==> src/rtl/decode_stage_pkg.sv <==
// Shared constants and types for the MIPS32 decode stage.
package decode_stage_pkg;

    localparam int WORD_LEN    = 32;
    localparam int OPCODE_LEN  = 6;
    localparam int REGADDR_LEN = 5;

    // Opcodes that steer instruction class and immediate extension.
    localparam logic [OPCODE_LEN-1:0] OP_RTYPE = 6'h00;
    localparam logic [OPCODE_LEN-1:0] OP_J     = 6'h02;
    localparam logic [OPCODE_LEN-1:0] OP_JAL   = 6'h03;
    localparam logic [OPCODE_LEN-1:0] OP_ANDI  = 6'h0C;
    localparam logic [OPCODE_LEN-1:0] OP_ORI   = 6'h0D;
    localparam logic [OPCODE_LEN-1:0] OP_XORI  = 6'h0E;
    localparam logic [OPCODE_LEN-1:0] OP_LUI   = 6'h0F;

    // Instruction class codes; the value 3 is never produced.
    typedef enum logic [1:0] {
        CLASS_R = 2'd0,
        CLASS_I = 2'd1,
        CLASS_J = 2'd2
    } inst_class_e;

    // Classify an instruction by its opcode; unknown opcodes are I-type.
    function automatic inst_class_e classify(input logic [OPCODE_LEN-1:0] op);
        if (op == OP_RTYPE) begin
            return CLASS_R;
        end else if (op == OP_J || op == OP_JAL) begin
            return CLASS_J;
        end else begin
            return CLASS_I;
        end
    endfunction

endpackage

==> src/rtl/decode_stage_fields.sv <==
// Combinational field splitter: instruction word -> fields, class, extended immediate.
module decode_fields
    import decode_stage_pkg::*;
#(
    parameter int EXT_W = 32
) (
    input  logic [WORD_LEN-1:0]    Inst,
    output logic [OPCODE_LEN-1:0]  OpCode,
    output logic [REGADDR_LEN-1:0] Rs,
    output logic [REGADDR_LEN-1:0] Rt,
    output logic [REGADDR_LEN-1:0] Rd,
    output logic [4:0]             Shamt,
    output logic [5:0]             Funct,
    output logic [25:0]            Addr,
    output logic [15:0]            Imm,
    output logic [EXT_W-1:0]       ExtImm,
    output logic [1:0]             InstClass
);

    logic [31:0] lui_word;

    assign OpCode    = Inst[31:26];
    assign Rs        = Inst[25:21];
    assign Rt        = Inst[20:16];
    assign Rd        = Inst[15:11];
    assign Shamt     = Inst[10:6];
    assign Funct     = Inst[5:0];
    assign Addr      = Inst[25:0];
    assign Imm       = Inst[15:0];
    assign InstClass = classify(Inst[31:26]);
    assign lui_word  = {Inst[15:0], 16'h0000};

    // Pick the immediate extension mode from the opcode.
    always_comb begin
        // NOTE: assigning a default before the case keeps every path driven, so no latch is inferred.
        ExtImm = EXT_W'($signed(Inst[15:0]));
        case (Inst[31:26])
            OP_ANDI, OP_ORI, OP_XORI: ExtImm = EXT_W'(Inst[15:0]);
            OP_LUI:                   ExtImm = EXT_W'(lui_word);
            default:                  ;
        endcase
    end

endmodule

==> src/rtl/decode_stage.sv <==
// Registered MIPS32 decode stage: 2-entry skid buffer in front of a field decoder.
module decode_stage
    import decode_stage_pkg::*;
#(
    parameter int W     = WORD_LEN,
    parameter int PC_W  = 32,
    parameter int EXT_W = 32
) (
    input  logic                   Clk,
    input  logic                   Rst,
    input  logic                   Flush,
    input  logic                   InValid,
    output logic                   InReady,
    input  logic [PC_W-1:0]        InPC,
    input  logic [W-1:0]           Inst,
    output logic                   OutValid,
    input  logic                   OutReady,
    output logic [PC_W-1:0]        OutPC,
    output logic [OPCODE_LEN-1:0]  OpCode,
    output logic [REGADDR_LEN-1:0] Rs,
    output logic [REGADDR_LEN-1:0] Rt,
    output logic [REGADDR_LEN-1:0] Rd,
    output logic [4:0]             Shamt,
    output logic [5:0]             Funct,
    output logic [25:0]            Addr,
    output logic [15:0]            Imm,
    output logic [EXT_W-1:0]       ExtImm,
    output logic [1:0]             InstClass
);

    // Main slot (drives the outputs) and skid slot (absorbs one extra word).
    logic            m_valid_q, m_valid_d;
    logic [PC_W-1:0] m_pc_q,    m_pc_d;
    logic [W-1:0]    m_inst_q,  m_inst_d;
    logic            s_valid_q, s_valid_d;
    logic [PC_W-1:0] s_pc_q,    s_pc_d;
    logic [W-1:0]    s_inst_q,  s_inst_d;

    logic accept;
    logic pop;

    // Ready depends only on registered state, never on OutReady.
    assign InReady  = !s_valid_q;
    assign OutValid = m_valid_q;
    assign OutPC    = m_pc_q;
    assign accept   = InValid && InReady;
    assign pop      = m_valid_q && OutReady;

    // Slot update rules; payload changes only when a slot is written.
    always_comb begin
        m_valid_d = m_valid_q;
        m_pc_d    = m_pc_q;
        m_inst_d  = m_inst_q;
        s_valid_d = s_valid_q;
        s_pc_d    = s_pc_q;
        s_inst_d  = s_inst_q;

        if (Flush) begin
            // Redirect drops everything, including a word offered this cycle.
            m_valid_d = 1'b0;
            s_valid_d = 1'b0;
        end else if (pop) begin
            if (s_valid_q) begin
                // InReady is low here, so no accept can coincide.
                m_valid_d = 1'b1;
                m_pc_d    = s_pc_q;
                m_inst_d  = s_inst_q;
                s_valid_d = 1'b0;
            end else if (accept) begin
                m_valid_d = 1'b1;
                m_pc_d    = InPC;
                m_inst_d  = Inst;
            end else begin
                m_valid_d = 1'b0;
            end
        end else if (accept) begin
            if (!m_valid_q) begin
                m_valid_d = 1'b1;
                m_pc_d    = InPC;
                m_inst_d  = Inst;
            end else begin
                s_valid_d = 1'b1;
                s_pc_d    = InPC;
                s_inst_d  = Inst;
            end
        end
    end

    // State registers with synchronous reset that also clears the payload.
    always_ff @(posedge Clk) begin
        // NOTE: non-blocking assignments so every register samples pre-edge values.
        if (Rst) begin
            // NOTE: payload storage is zeroed too, so post-reset fields read as all-zero.
            m_valid_q <= 1'b0;
            m_pc_q    <= '0;
            m_inst_q  <= '0;
            s_valid_q <= 1'b0;
            s_pc_q    <= '0;
            s_inst_q  <= '0;
        end else begin
            m_valid_q <= m_valid_d;
            m_pc_q    <= m_pc_d;
            m_inst_q  <= m_inst_d;
            s_valid_q <= s_valid_d;
            s_pc_q    <= s_pc_d;
            s_inst_q  <= s_inst_d;
        end
    end

    decode_fields #(
        .EXT_W(EXT_W)
    ) u_fields (
        .Inst     (m_inst_q),
        .OpCode   (OpCode),
        .Rs       (Rs),
        .Rt       (Rt),
        .Rd       (Rd),
        .Shamt    (Shamt),
        .Funct    (Funct),
        .Addr     (Addr),
        .Imm      (Imm),
        .ExtImm   (ExtImm),
        .InstClass(InstClass)
    );

endmodule

==> config.mk <==
export PLATFORM = sky130hd
export DESIGN_NAME = decode_stage
export DESIGN_NICKNAME = d
export VERILOG_FILES = /design/src/rtl/decode_stage_pkg.sv /design/src/rtl/decode_stage_fields.sv /design/src/rtl/decode_stage.sv
export SDC_FILE = /design/constraint.sdc
export NUM_CORES = 1
export LEC_CHECK = 0
export ABC_AREA = 1
export CAP_MARGIN = 10
export CORE_MARGIN = 2
export CORE_UTILIZATION = 46
export DETAILED_ROUTE_END_ITERATION = 16
export PLACE_DENSITY_LB_ADDON = 0.15
export SLEW_MARGIN = 10
export SYNTH_ARGS = -nofsm -noshare
export SYNTH_HDL_FRONTEND = slang
export SYNTH_SLANG_ARGS = --single-unit
==> constraint.sdc <==
create_clock -name Clk -period 2 [get_ports Clk]
set_input_delay 0.6 -clock Clk [delete_from_list [all_inputs] [get_ports Clk]]
set_output_delay 0.6 -clock Clk [all_outputs]
set_load 0.01 [all_outputs]
==> key figures, run 1 <==
Die
  • # rows: 42
  • Initial Util: 47.32%
  • Die W: 120.9 um
  • CORE AREA: 13300 um2
  • Ports: 211
  • Die footprint: 14630 um2
  • Die H: 120.9 um

Power and ir drop
  • Switching Share: 24.60%
  • Pwr Total: 6.959 mW
  • VDD IR-drop max: 669.9 uV
  • Seq pwr share: 39.9%
  • Psw: 1.712 mW
  • Internal: 5.247 mW
  • Logic pwr share: 16.8%
  • Pwr Density: 769.2 nW/um2
  • Clk pwr share: 43.2%
  • Lkg Pwr: 4.481 nW

Setup path
  • FF-to-FF path depth: 8
  • Cells along the critical path: inv_2 -> nand2_4 -> nor2_4 -> nand3_4 -> buf_6 -> clkinvlp_4 -> buf_6 -> nor2_1 -> buf_2
  • Setup crit start kind: register
  • Worst endpoint required time: 1400 ps
  • CP peak stage delay: 320 ps
  • Slowest cell on crit path: dfxtp_2
  • Critical path arrival: 1640 ps
  • CP most frequent cell: buf_6
  • Max Fanout on Critical Path: 6
  • CP Capture Type: primary output
  • Critical path class: reg2out

Global route
  • Initial antenna violation count: 0
  • Global-route wire length before repair: 26.94 mm
  • Vias in the first global route: 5527
  • GRT Overall Usage: 23.21%
  • Total congestion overflow: 0
  • Largest net degree at the start of global routing: 60

Drt
  • Total Wirelength: 17.01 mm
  • Residual DRC: 0
  • First drt pass iteration count: 7
  • Mean routed wirelength per cell: 12.42 um
  • Routed Antenna Nets: 0
  • Vias: 6300
  • Via density: 4.602
  • Initial DRC count: 385

Timing
  • Final min period: 2239 ps
  • Final Max Tran Viols: 0
  • Setup TNS: -6661 ps
  • # setup viols final: 32
  • Final hold vios: 0
  • RSZ-0062 raised after global routing: true
  • Worst Setup Slack, final: -239.0 ps
  • Fmax: 446.6 MHz
  • Final worst path period share: 111.9%
  • Slew margin rel.: 79.28%
  • Layout Skew: 7.936 ps
  • Slew @ Worst Pin: 310.7 ps

Synth
  • Cell taking the most area after synthesis: dfxtp_1
  • Mapped cell area: 6291 um2
  • Top post-synthesis cells by area: dfxtp_1, nand2_1, nor2_1
  • Post-synthesis sequential area ratio: 41.37%
  • Post-Synthesis Cells: 1000
  • Post-synthesis register bit count: 130
  • Syn. warnings: 0
  • Netlist cell types: 17
  • Mapped Nets: 1069
  • Syn_area_per_cell: 6.291 um2
  • Share of the synthesized area in the top cell type: 41.37%

Run
  • Max Cap Viol: 0

Clock tree
  • CTS max path bufs: 2
  • Clk pin slew, worst setup/hold paths: 50 ps
  • CTS H-tree lvls: 4
  • Clk sink count: 130
  • Number of buffers created by CTS: 17
  • Root Buffer: clkbuf_16
  • Worst skew pair latency: 420 ps
  • CTS tree: yes

Finish
  • Non-filler cells, final: 1369
  • # nets final: 1249
  • Layout area overhead: 43.79%
  • Commonest cells after routing, fill and taps aside: nand2_1, nor2_1, clkdlybuf4s50_1
  • Ant. Diodes: 0
  • Filler cells: 1237
  • Layout cells sized above 1: 12.15%
  • Commonest non-fill, non-tap cell in the layout: nand2_1

Min path
  • Min-delay worst type: reg2reg
  • WHS Path Cells: 2

Placed design
  • Routability cong.: 0.7897
  • Dpl hpwl: 11.11 mm
  • Dpl cells: 1328
  • IO Port Bufs: 210

Run status
  • Status: finished, violations left
  • Failing checks: setup timing
## through the flow
step                instance area [um2]  hold slack [ps]  util [%]  setup slack, ps
floorplan                          6291            455.4         -            125.1
global placement                   8452            461.3     63.57           -324.3
detailed placement                 8452            471.8     63.57           -371.6
CTS                                8921            484.2     67.10           -250.5
global route                       9046            498.8     68.04           -307.2
finish                             9046            478.4     68.04           -239.0
## cell usage after synthesis
library cell	instances
clkbuf_1	22
nand3_1	2
inv_2	3
nor2_1	278
nor2_8	1
o21ai_0	82
buf_6	12
nand3_2	1
nor4_1	1
buf_4	45
nand2_1	328
nor3_1	1
a21oi_1	2
buf_2	20
inv_1	70
nand2_2	2
dfxtp_1	130
## timing repair
action / CTS / global route
resized for setup: 192 / 40
hold buffers: 0 / 0
setup buffers: 6 / 1
setup endpoints to repair: 64 / 39
pin swaps: 2 / 6
cloned: 2 / 0
## flip-flops by register name, indices dropped and copies added, names as in the netlist
| signal | count |
|---|---|
| s_valid_q | 1 |
| s_pc_q | 32 |
| OutValid | 1 |
| s_inst_q | 32 |
| OutPC | 32 |
| m_inst_q | 32 |
## cell type report
cell class / instances / area [um2] / area share [%]
Clock buffer: 27 / 493.0 / 5.450
Timing Repair Buffer: 260 / 2510 / 27.75
Multi-Input combinational cell: 698 / 2859 / 31.60
Sequential cell: 130 / 2610 / 28.85
Tap cell: 176 / 220.2 / 2.434
Clock inverter: 5 / 75.07 / 0.8299
Inverter: 73 / 279.0 / 3.084
## power by group through the flow
| stage | Sequential [mW] | Clock (mW) | Combinational (mW) |
|---|---|---|---|
| floorplan | 2.87 | 0 | 0.559 |
| global placement | 2.82 | 0 | 1.20 |
| detailed placement | 2.83 | 0 | 1.21 |
| CTS | 2.77 | 3.06 | 1.16 |
| global route | 2.79 | 3.19 | 1.29 |
| finish | 2.78 | 3.01 | 1.17 |
## logic make-up (layout without fill, tap and decap cells)
family	after synthesis	count (layout)	synth area share (%)
buffers and inverters	172	365	14.78
flip-flops	130	130	41.37
AND/OR/NAND/NOR	614	614	37.17
AO/OA/AOI/OAI	84	84	6.683
## worst max-delay path, delay by kind of cell, from the launching register on
family                 cells  cell delay, ps
and+or+nand+nor            4             300
buffers and inverters      5             590
DFF                        1             320
## final timing paths
kind	slack, ps	to	from
worst max-delay path	-240	ExtImm[9]	m_inst_q[31]$_SDFFE_PP0P_
worst min-delay path	480	s_inst_q[12]$_SDFFE_PP0P_	s_inst_q[12]$_SDFFE_PP0P_
worst max register to register	480	OutPC[28]$_SDFFE_PP0P_	s_valid_q$_SDFFE_PP0P_
worst min register to register	480	s_inst_q[12]$_SDFFE_PP0P_	s_inst_q[12]$_SDFFE_PP0P_
## layer usage
metal | wire length [um] | track usage [%]
met2 | 8228 | 38.73
met3 | 1552 | 7.942
met5 | 0 | 0
met4 | 179 | 7.703
met1 | 7049 | 27.91
Power figures use the tool's default switching activity.
==> run 2, diff against run 1 <==
Settings changed: REMOVE_ABC_BUFFERS from default to 1.
==> key figures, run 2 (synthesis gave the netlist of run 1 again) <==
Run status
  • Status: finished, violations left
  • Failing checks: setup timing

Setup path
  • Crit path buf inv count: 5
  • CP Capture Type: primary output
  • Critical path arrival: 1640 ps
  • Slowest cell on crit path: dfxtp_2
  • CP peak stage delay: 330 ps
  • Worst endpoint required time: 1400 ps
  • Cells along the critical path: inv_2 -> nand2_4 -> nor2_4 -> nand3_4 -> buf_6 -> inv_4 -> buf_6 -> nor2_1 -> buf_2
  • Critical path class: reg2out
  • Max Fanout on Critical Path: 8
  • Setup crit start kind: register
  • Crit path max-delay family: buffers and inverters
  • CP most frequent cell: buf_6

Die
  • CORE AREA: 13300 um2
  • Ports: 211
  • Die footprint: 14630 um2
  • Initial Util: 47.32%
  • Die W: 120.9 um
  • Die H: 120.9 um
  • # rows: 42

Finish
  • Final Util: 67.41%
  • Ant. Diodes: 0
  • Layout area overhead: 42.46%
  • Filler cells: 1236
  • # nets final: 1240
  • Commonest non-fill, non-tap cell in the layout: nand2_1
  • Layout cells sized above 1: 11.49%
  • Commonest cells after routing, fill and taps aside: nand2_1, nor2_1, clkdlybuf4s50_1

Drt
  • Initial DRC count: 456
  • Mean routed wirelength per cell: 12.46 um
  • First drt pass iteration count: 5
  • Residual DRC: 0
  • Vias: 6260
  • Routed Antenna Nets: 0
  • Via density: 4.603
  • Total Wirelength: 16.95 mm

Placed design
  • Dpl hpwl: 10.63 mm
  • IO Port Bufs: 210
  • Routability cong.: 0.8055

Clock tree
  • CTS max path bufs: 2
  • Root Buffer: clkbuf_16
  • Clk pin slew, worst setup/hold paths: 60 ps
  • Clk sink count: 130
  • Number of buffers created by CTS: 17
  • Worst skew pair latency: 420 ps
  • CTS H-tree lvls: 4
  • CTS tree: yes

Timing
  • RSZ-0062 raised after global routing: true
  • Slew margin rel.: 78.37%
  • Final hold vios: 0
  • Final worst path period share: 112.2%
  • # setup viols final: 32
  • Final Max Tran Viols: 0
  • Final min period: 2244 ps
  • Slew @ Worst Pin: 324.5 ps
  • Worst Setup Slack, final: -244.4 ps
  • Fmax: 445.6 MHz
  • Final hold slack: 478.5 ps
  • Layout Skew: 6.652 ps

Run
  • Max Cap Viol: 0

Global route
  • Vias in the first global route: 5539
  • Global-route wire length before repair: 27.01 mm
  • GRT Overall Usage: 22.94%
  • Total congestion overflow: 0
  • Largest net degree at the start of global routing: 71
  • Initial antenna violation count: 0

Min path
  • Min-delay worst type: reg2reg

Power and ir drop
  • Lkg Pwr: 4.381 nW
  • Pwr Density: 797.2 nW/um2
  • VDD IR-drop max: 440.9 uV
## run 2: power by group
group | switching [mW] | internal, mW
combinational | 0.557 | 0.595
clock | 1.13 | 2.08
sequential | 0.0708 | 2.71
## run 2: metrics by stage
step	instance area, um2	power [mW]	cells	worst slack, ps	TNS (ps)
after floorplan	5635	3.316	901	-693.9	-70800
after global placement	8342	3.999	1320	-205.3	-5698
after detailed placement	8342	4.008	1320	-265.3	-7789
after CTS	8884	7.171	1358	-219.1	-6276
after global routing	8962	7.447	1360	-294.4	-8056
final	8962	7.145	1360	-244.4	-6484
## run 2: layout make-up
cell class	count	area, um2	share of cell area [%]
Multi-Input combinational cell	698	2848	31.77
Sequential cell	130	2609	29.11
Timing Repair Buffer	251	2392	26.69
Clock buffer	23	488.0	5.445
Inverter	73	277.8	3.099
Tap cell	176	220.2	2.457
Clock inverter	9	127.6	1.424
## run 2: what timing repair did
item,in CTS,in global routing
hold endpoints to repair,0,0
resized for setup,197,22
pin swaps,4,7
buffers inserted,3,3
gates cloned,3,0
hold buffers,0,0
endpoints found under the setup margin,54,39
## run 2: routing by layer
metal	vias up	GRT usage (%)	part of all wire (%)
met3	20	5.827	7.7
met5	-	0	0
met4	0	7.267	1.3
met2	204	38.76	49
met1	2748	28.59	42
li1	3288	-	-
## run 2: worst register-to-register path, stage by stage (launching register included)
cell and delay (ps):
dfxtp_1 410, inv_2 100, nand2_1 70, nand2_1 100
nand2_4 150, buf_12 230, nand2_1 110, nand2_1 80
nor2_1 50
## run 2: worst paths after layout
kind                              from                        end  slack (ps)  cells after the start
max          m_inst_q[30]$_SDFFE_PP0P_                  ExtImm[5]        -240                      9
max reg2reg     s_valid_q$_SDFFE_PP0P_  m_inst_q[30]$_SDFFE_PP0P_         610                      8
min reg2reg    s_pc_q[18]$_SDFFE_PP0P_    s_pc_q[18]$_SDFFE_PP0P_         480                      2
min            s_pc_q[18]$_SDFFE_PP0P_    s_pc_q[18]$_SDFFE_PP0P_         480                      2
